### src/rtl/mem_arb_pkg.sv
// Shared types and constants for the two-requester memory port arbiter.
//   arb_state_e : arbiter FSM states (IDLE, BUSY_I, BUSY_D)
//   grant_e     : which requester was served last (GRANT_I, GRANT_D)
//   BE_WIDTH    : byte-enable width for the default data width
//   BE_ALL_ONES : full-word byte enable, used for instruction fetches
package mem_arb_pkg;

   typedef enum logic [1:0] {
      IDLE,
      BUSY_I,
      BUSY_D
   } arb_state_e;

   typedef enum logic {
      GRANT_I,
      GRANT_D
   } grant_e;

   localparam int unsigned MEM_ADDR_WIDTH_DEF = 32;
   localparam int unsigned MEM_DATA_WIDTH_DEF = 32;
   localparam int unsigned BE_WIDTH           = MEM_DATA_WIDTH_DEF / 8;
   localparam logic [BE_WIDTH-1:0] BE_ALL_ONES = '1;

endpackage

### src/rtl/mem_port_arbiter.sv
// mem_port_arbiter: shares one single-ported memory between the instruction
// fetch requester (imem_*) and the load/store requester (dmem_*).
// Round-robin between the two; the granted request is registered onto the
// mem_* port and held until mem_ack_i. One transaction outstanding at a time.
//
// Ports:
//   clk_i, rst_i                  clock, synchronous active-high reset
//   imem_req_i/addr_i             fetch request (held until imem_ack_o)
//   imem_ack_o/rdata_o            fetch completion pulse and data
//   dmem_req_i/we_i/addr_i/
//   wdata_i/be_i                  load/store request (held until dmem_ack_o)
//   dmem_ack_o/rdata_o            load/store completion pulse and data
//   mem_req_o/we_o/addr_o/
//   wdata_o/be_o                  registered memory request
//   mem_ack_i/rdata_i             memory completion and read data
module mem_port_arbiter
   import mem_arb_pkg::*;
#(
   parameter int unsigned MEM_ADDR_WIDTH = MEM_ADDR_WIDTH_DEF,
   parameter int unsigned MEM_DATA_WIDTH = MEM_DATA_WIDTH_DEF
) (
   input  logic                        clk_i,
   input  logic                        rst_i,
   input  logic                        imem_req_i,
   input  logic [MEM_ADDR_WIDTH-1:0]   imem_addr_i,
   output logic                        imem_ack_o,
   output logic [MEM_DATA_WIDTH-1:0]   imem_rdata_o,
   input  logic                        dmem_req_i,
   input  logic                        dmem_we_i,
   input  logic [MEM_ADDR_WIDTH-1:0]   dmem_addr_i,
   input  logic [MEM_DATA_WIDTH-1:0]   dmem_wdata_i,
   input  logic [MEM_DATA_WIDTH/8-1:0] dmem_be_i,
   output logic                        dmem_ack_o,
   output logic [MEM_DATA_WIDTH-1:0]   dmem_rdata_o,
   output logic                        mem_req_o,
   output logic                        mem_we_o,
   output logic [MEM_ADDR_WIDTH-1:0]   mem_addr_o,
   output logic [MEM_DATA_WIDTH-1:0]   mem_wdata_o,
   output logic [MEM_DATA_WIDTH/8-1:0] mem_be_o,
   input  logic                        mem_ack_i,
   input  logic [MEM_DATA_WIDTH-1:0]   mem_rdata_i
);

   localparam int unsigned BE_W = MEM_DATA_WIDTH / 8;

   arb_state_e                state_q, state_d;
   grant_e                    last_grant_q, last_grant_d;
   logic                      mem_we_q, mem_we_d;
   logic [MEM_ADDR_WIDTH-1:0] mem_addr_q, mem_addr_d;
   logic [MEM_DATA_WIDTH-1:0] mem_wdata_q, mem_wdata_d;
   logic [BE_W-1:0]           mem_be_q, mem_be_d;
   logic                      take_i, take_d;

   // Grant decision. A requester is only sampled in IDLE or at the ack edge
   // of the *other* side, so the same side can never be served twice without
   // passing through IDLE.
   always_comb begin
      state_d      = state_q;
      last_grant_d = last_grant_q;
      mem_we_d     = mem_we_q;
      mem_addr_d   = mem_addr_q;
      mem_wdata_d  = mem_wdata_q;
      mem_be_d     = mem_be_q;
      take_i       = 1'b0;
      take_d       = 1'b0;

      unique case (state_q)
         IDLE: begin
            // Tie goes to whichever side was not served last.
            if (imem_req_i && (!dmem_req_i || (last_grant_q == GRANT_D))) begin
               take_i = 1'b1;
            end else if (dmem_req_i) begin
               take_d = 1'b1;
            end
         end
         BUSY_I: begin
            if (mem_ack_i) begin
               last_grant_d = GRANT_I;
               take_d       = dmem_req_i;
               state_d      = IDLE;
            end
         end
         BUSY_D: begin
            if (mem_ack_i) begin
               last_grant_d = GRANT_D;
               take_i       = imem_req_i;
               state_d      = IDLE;
            end
         end
         default: begin
            state_d = IDLE;
         end
      endcase

      if (take_i) begin
         state_d     = BUSY_I;
         mem_we_d    = 1'b0;
         mem_addr_d  = imem_addr_i;
         mem_wdata_d = '0;
         mem_be_d    = '1;
      end
      if (take_d) begin
         state_d     = BUSY_D;
         mem_we_d    = dmem_we_i;
         mem_addr_d  = dmem_addr_i;
         mem_wdata_d = dmem_wdata_i;
         mem_be_d    = dmem_be_i;
      end
   end

   always_ff @(posedge clk_i) begin
      if (rst_i) begin
         state_q      <= IDLE;
         last_grant_q <= GRANT_D;
         mem_we_q     <= 1'b0;
         mem_addr_q   <= '0;
         mem_wdata_q  <= '0;
         mem_be_q     <= '0;
      end else begin
         state_q      <= state_d;
         last_grant_q <= last_grant_d;
         mem_we_q     <= mem_we_d;
         mem_addr_q   <= mem_addr_d;
         mem_wdata_q  <= mem_wdata_d;
         mem_be_q     <= mem_be_d;
      end
   end

   assign mem_req_o    = (state_q == BUSY_I) || (state_q == BUSY_D);
   assign mem_we_o     = mem_we_q;
   assign mem_addr_o   = mem_addr_q;
   assign mem_wdata_o  = mem_wdata_q;
   assign mem_be_o     = mem_be_q;

   // Response path is purely combinational; acks are steered by the state.
   assign imem_ack_o   = mem_ack_i && (state_q == BUSY_I);
   assign dmem_ack_o   = mem_ack_i && (state_q == BUSY_D);
   assign imem_rdata_o = mem_rdata_i;
   assign dmem_rdata_o = mem_rdata_i;

endmodule

### config.mk
export PLATFORM = sky130hd
export DESIGN_NAME = mem_port_arbiter
export DESIGN_NICKNAME = d
export VERILOG_FILES = /design/src/rtl/mem_arb_pkg.sv /design/src/rtl/mem_port_arbiter.sv
export SDC_FILE = /design/constraint.sdc
export NUM_CORES = 1
export LEC_CHECK = 0
export ABC_AREA = 0
export CORE_ASPECT_RATIO = 0.75
export CORE_MARGIN = 2
export CORE_UTILIZATION = 34
export CTS_BUF_LIST = sky130_fd_sc_hd__clkbuf_2 sky130_fd_sc_hd__clkbuf_4 sky130_fd_sc_hd__clkbuf_8
export DETAILED_ROUTE_END_ITERATION = 8
export PLACE_DENSITY = 0.92
export SYNTH_ARGS = -nofsm -noshare
export SYNTH_HDL_FRONTEND = slang
export SYNTH_SLANG_ARGS = --single-unit
### constraint.sdc
create_clock -name clk_i -period 2.15 [get_ports clk_i]
set_clock_uncertainty 0.2 [all_clocks]
set_input_delay 0.215 -clock clk_i [delete_from_list [all_inputs] [get_ports clk_i]]
set_output_delay 0.215 -clock clk_i [all_outputs]
set_load 0.02 [all_outputs]
==> impl_metrics.env <==
export IMPL_reg2reg_to="mem_addr_o[10]"
export IMPL_drt_iter0_drc=166
export IMPL_totalWireLength_um=10300
export IMPL_synth_commonest_cells="nand2_1, dfxtp_1, buf_4, nor2_1, a21oi_1"
export IMPL_place_congestion=0.829
export IMPL_async_reset_ff_share_pct=0
export IMPL_num_rows=31
export IMPL_net_switching_power_w=0.00125
export IMPL_pre_cts_ws_ns=0.0577
export IMPL_via_per_inst=4.91
export IMPL_post_route_min_period_ns=2.00
export IMPL_num_fill_cells=856
export IMPL_synth_most_common_cell="nand2_1"
export IMPL_synth_seq_cells=72
export IMPL_core_sq_um=9810
export IMPL_synthFlopType="dfxtp_1"
export IMPL_cts_buffers=9
export IMPL_hpwlAfterDp_um=7320
export IMPL_hold_path_end="state_q[1]"
export IMPL_worstPathCellList="inv_1 > ha_1 > a21boi_2 > o21ai_4 > buf_4 > buf_12 > nor2_1 > a311oi_1"
export IMPL_r2r_start="state_q[1]"
export IMPL_required_ns=2.19
export IMPL_ys_warn_count=0
export IMPL_fmax_ghz=0.501
export IMPL_dp_cells=653
export IMPL_yosysSeqAreaShare_pct=41.3
export IMPL_crit_arrival_ns=2.04
export IMPL_slowest_stage="dfxtp_1"
export IMPL_port_buffers=177
export IMPL_cts_tree="done"
export IMPL_path_clk_slew_ns=0.08
export IMPL_max_stage_delay_ns=0.38
export IMPL_cts_hold_buf=0
export IMPL_reg2reg_setup_slack_ns=0.15
export IMPL_period_share_pct=92.9
export IMPL_diodes=0
export IMPL_p_clk_share_pct=26.7
export IMPL_clockRootBuffer="clkbuf_8"
export IMPL_io_pins=274
export IMPL_clk_latency_ns=0.34
export IMPL_slew_limit_headroom_pct=68.4
export IMPL_hold_depth=2
export IMPL_final_util_pct=53.0
export IMPL_start_util_pct=35.6
export IMPL_vias=3306
export IMPL_hold_viol_final=0
export IMPL_p_comb_share_pct=33.5
export IMPL_hold_class="in -> reg"
export IMPL_p_seq_share_pct=39.8
export IMPL_worstSetupStartpointType="flip-flop"
export IMPL_final_cells=674
export IMPL_final_nets=678
export IMPL_die_h_um=91.7
export IMPL_status="finished clean"
export IMPL_synth_top_area_cell="dfxtp_1"
export IMPL_switching_share_pct=31.7
export IMPL_worst_r2r_cell_count=8
export IMPL_p_leak_nw=1.91
export IMPL_grt_pass1_wl_um=15900
export IMPL_drv_slew=0
export IMPL_die_area_sq_um=11100
export IMPL_grtUsageTotal_pct=17.8
export IMPL_numClockSinks=72
export IMPL_max_cap_viol_count=0
export IMPL_ys_types=25
export IMPL_powerDensity_nw_per_um2=756
export IMPL_min_from="rst_i"
export IMPL_worstMarginPinSlew_ns=0.473
export IMPL_postSynthCellCount=431
export IMPL_drc_errors=0
export IMPL_grt_overflow=0
export IMPL_synth_edf_count=0
export IMPL_drive_above_1_share_pct=8.67
export IMPL_antenna_left=0
export IMPL_cp_end_kind="flip-flop"
export IMPL_firstDrtPassIters=4
export IMPL_crit_path_max_fanout=24
export IMPL_crit_type="reg -> reg"
export IMPL_ctsHtreeMaxLevel=3
export IMPL_area_delta_synth_final_pct=48.9
export IMPL_antenna_found_initial=0
export IMPL_internal_power_w=0.00268
export IMPL_wl_per_cell_um=15.3
export IMPL_yosysTopAreaCellShare_pct=41.3
export IMPL_die_w_um=121
export IMPL_grt_pass1_vias=3283
export IMPL_fin_ws_ns=0.153
export IMPL_synth_area_per_cell_sq_um=8.10
export IMPL_grt_max_degree=49
export IMPL_clockBufferDepth=2
export IMPL_netlist_top_cells_area="dfxtp_1, buf_4, nand2_1"
export IMPL_syn_nets=572
export IMPL_finalPower_w=0.00393
export IMPL_syn_area_sq_um=3490
export IMPL_peakVddDrop_mv=0.405
export IMPL_finalSetupViolCount=0
final cells by class:
cell class / instances / area, sq um / area share [%]
Timing Repair Buffer: 193 / 2010 / 38.7
Sequential cell: 72 / 1440 / 27.7
Multi-Input combinational cell: 257 / 1370 / 26.4
Tap cell: 132 / 165 / 3.18
Clock buffer: 10 / 131 / 2.53
Clock inverter: 6 / 60.1 / 1.16
Inverter: 4 / 15.0 / 0.289
layout by cell type (no fill, tap or decap), types with 4 or more instances in the layout:
cell type,Yosys,layout
clkdlybuf4s50_1,0,173
nand2_1,98,98
dfxtp_1,72,72
nor2_1,36,36
a21oi_1,35,35
nand3_1,34,34
a311oi_1,22,22
a311oi_2,10,10
nor3_1,9,9
clkbuf_8,0,9
buf_4,71,7
buf_12,0,7
inv_1,4,4
flip-flops by register name (all words and copies together) (netlist names):
register and cells:
last_grant_q 1, mem_addr_o 32, mem_be_o 4, mem_wdata_o 32
mem_we_o 1, state_q 2
power groups by stage:
stage	combinational (W)	clock (W)	sequential (W)
after floorplan	0.000663	0	0.00175
after global placement	0.00125	0	0.00159
after detailed placement	0.00128	0	0.00159
after CTS	0.00128	0.00108	0.00156
after global routing	0.00141	0.00114	0.00158
final	0.00132	0.00105	0.00156
stage by stage:
stage	hold WS, ns	setup TNS (ns)	instance area [sq um]
2_1_floorplan	0.151	0	3490
3_3_place_gp	0.230	0	4930
3_5_place_dp	0.230	0	4930
4_1_cts	0.129	0	5120
5_1_grt	0.125	-0.00334	5200
6_report	0.142	0	5200
metal layers:
layer | track usage [%] | part of all wire (%)
met1 | 20.2 | 41
met2 | 30.2 | 48
met3 | 7.34 | 9.4
met4 | 5.62 | 1.5
met5 | 0 | 0
repair_timing:
| item | in CTS | in global routing |
|---|---|---|
| buffers inserted | 0 | 3 |
| gates cloned | 0 | 2 |
| resized for setup | 2 | 2 |
| pin swaps | 0 | 1 |
| setup endpoints to repair | 2 | 9 |
worst max-delay path, delay by kind of cell, from the launching register on:
| family | cells | cell delay [ns] |
|---|---|---|
| flops | 1 | 0.38 |
| fa+ha+maj | 1 | 0.24 |
| simple gates | 1 | 0.05 |
| buf+inv | 3 | 0.37 |
| compound gates | 3 | 0.64 |
cells by family (layout without fill, tap and decap cells):
group | after synthesis | after routing | share of synthesized area (%)
flops | 72 | 72 | 41.3
simple gates | 180 | 180 | 21.1
fa+ha+maj | 3 | 3 | 1.08
buf+inv | 102 | 213 | 19.9
compound gates | 74 | 74 | 16.6
how the worst max path moves through the flow:
stage / slack (ns) / to / depth (start not counted) / startpoint
final: 0.15 / mem_addr_o[10] / 8 / state_q[1]
after global routing: -0.003 / mem_addr_o[9] / 8 / state_q[1]
after CTS: 0.03 / dmem_ack_o / 4 / state_q[0]
after detailed placement: 0.06 / mem_addr_o[29] / 6 / dmem_req_i
after global placement: 0.15 / mem_addr_o[27] / 6 / dmem_req_i
after floorplan: 0.34 / mem_addr_o[21] / 9 / state_q[1]
(Power assumes the default switching activity.)
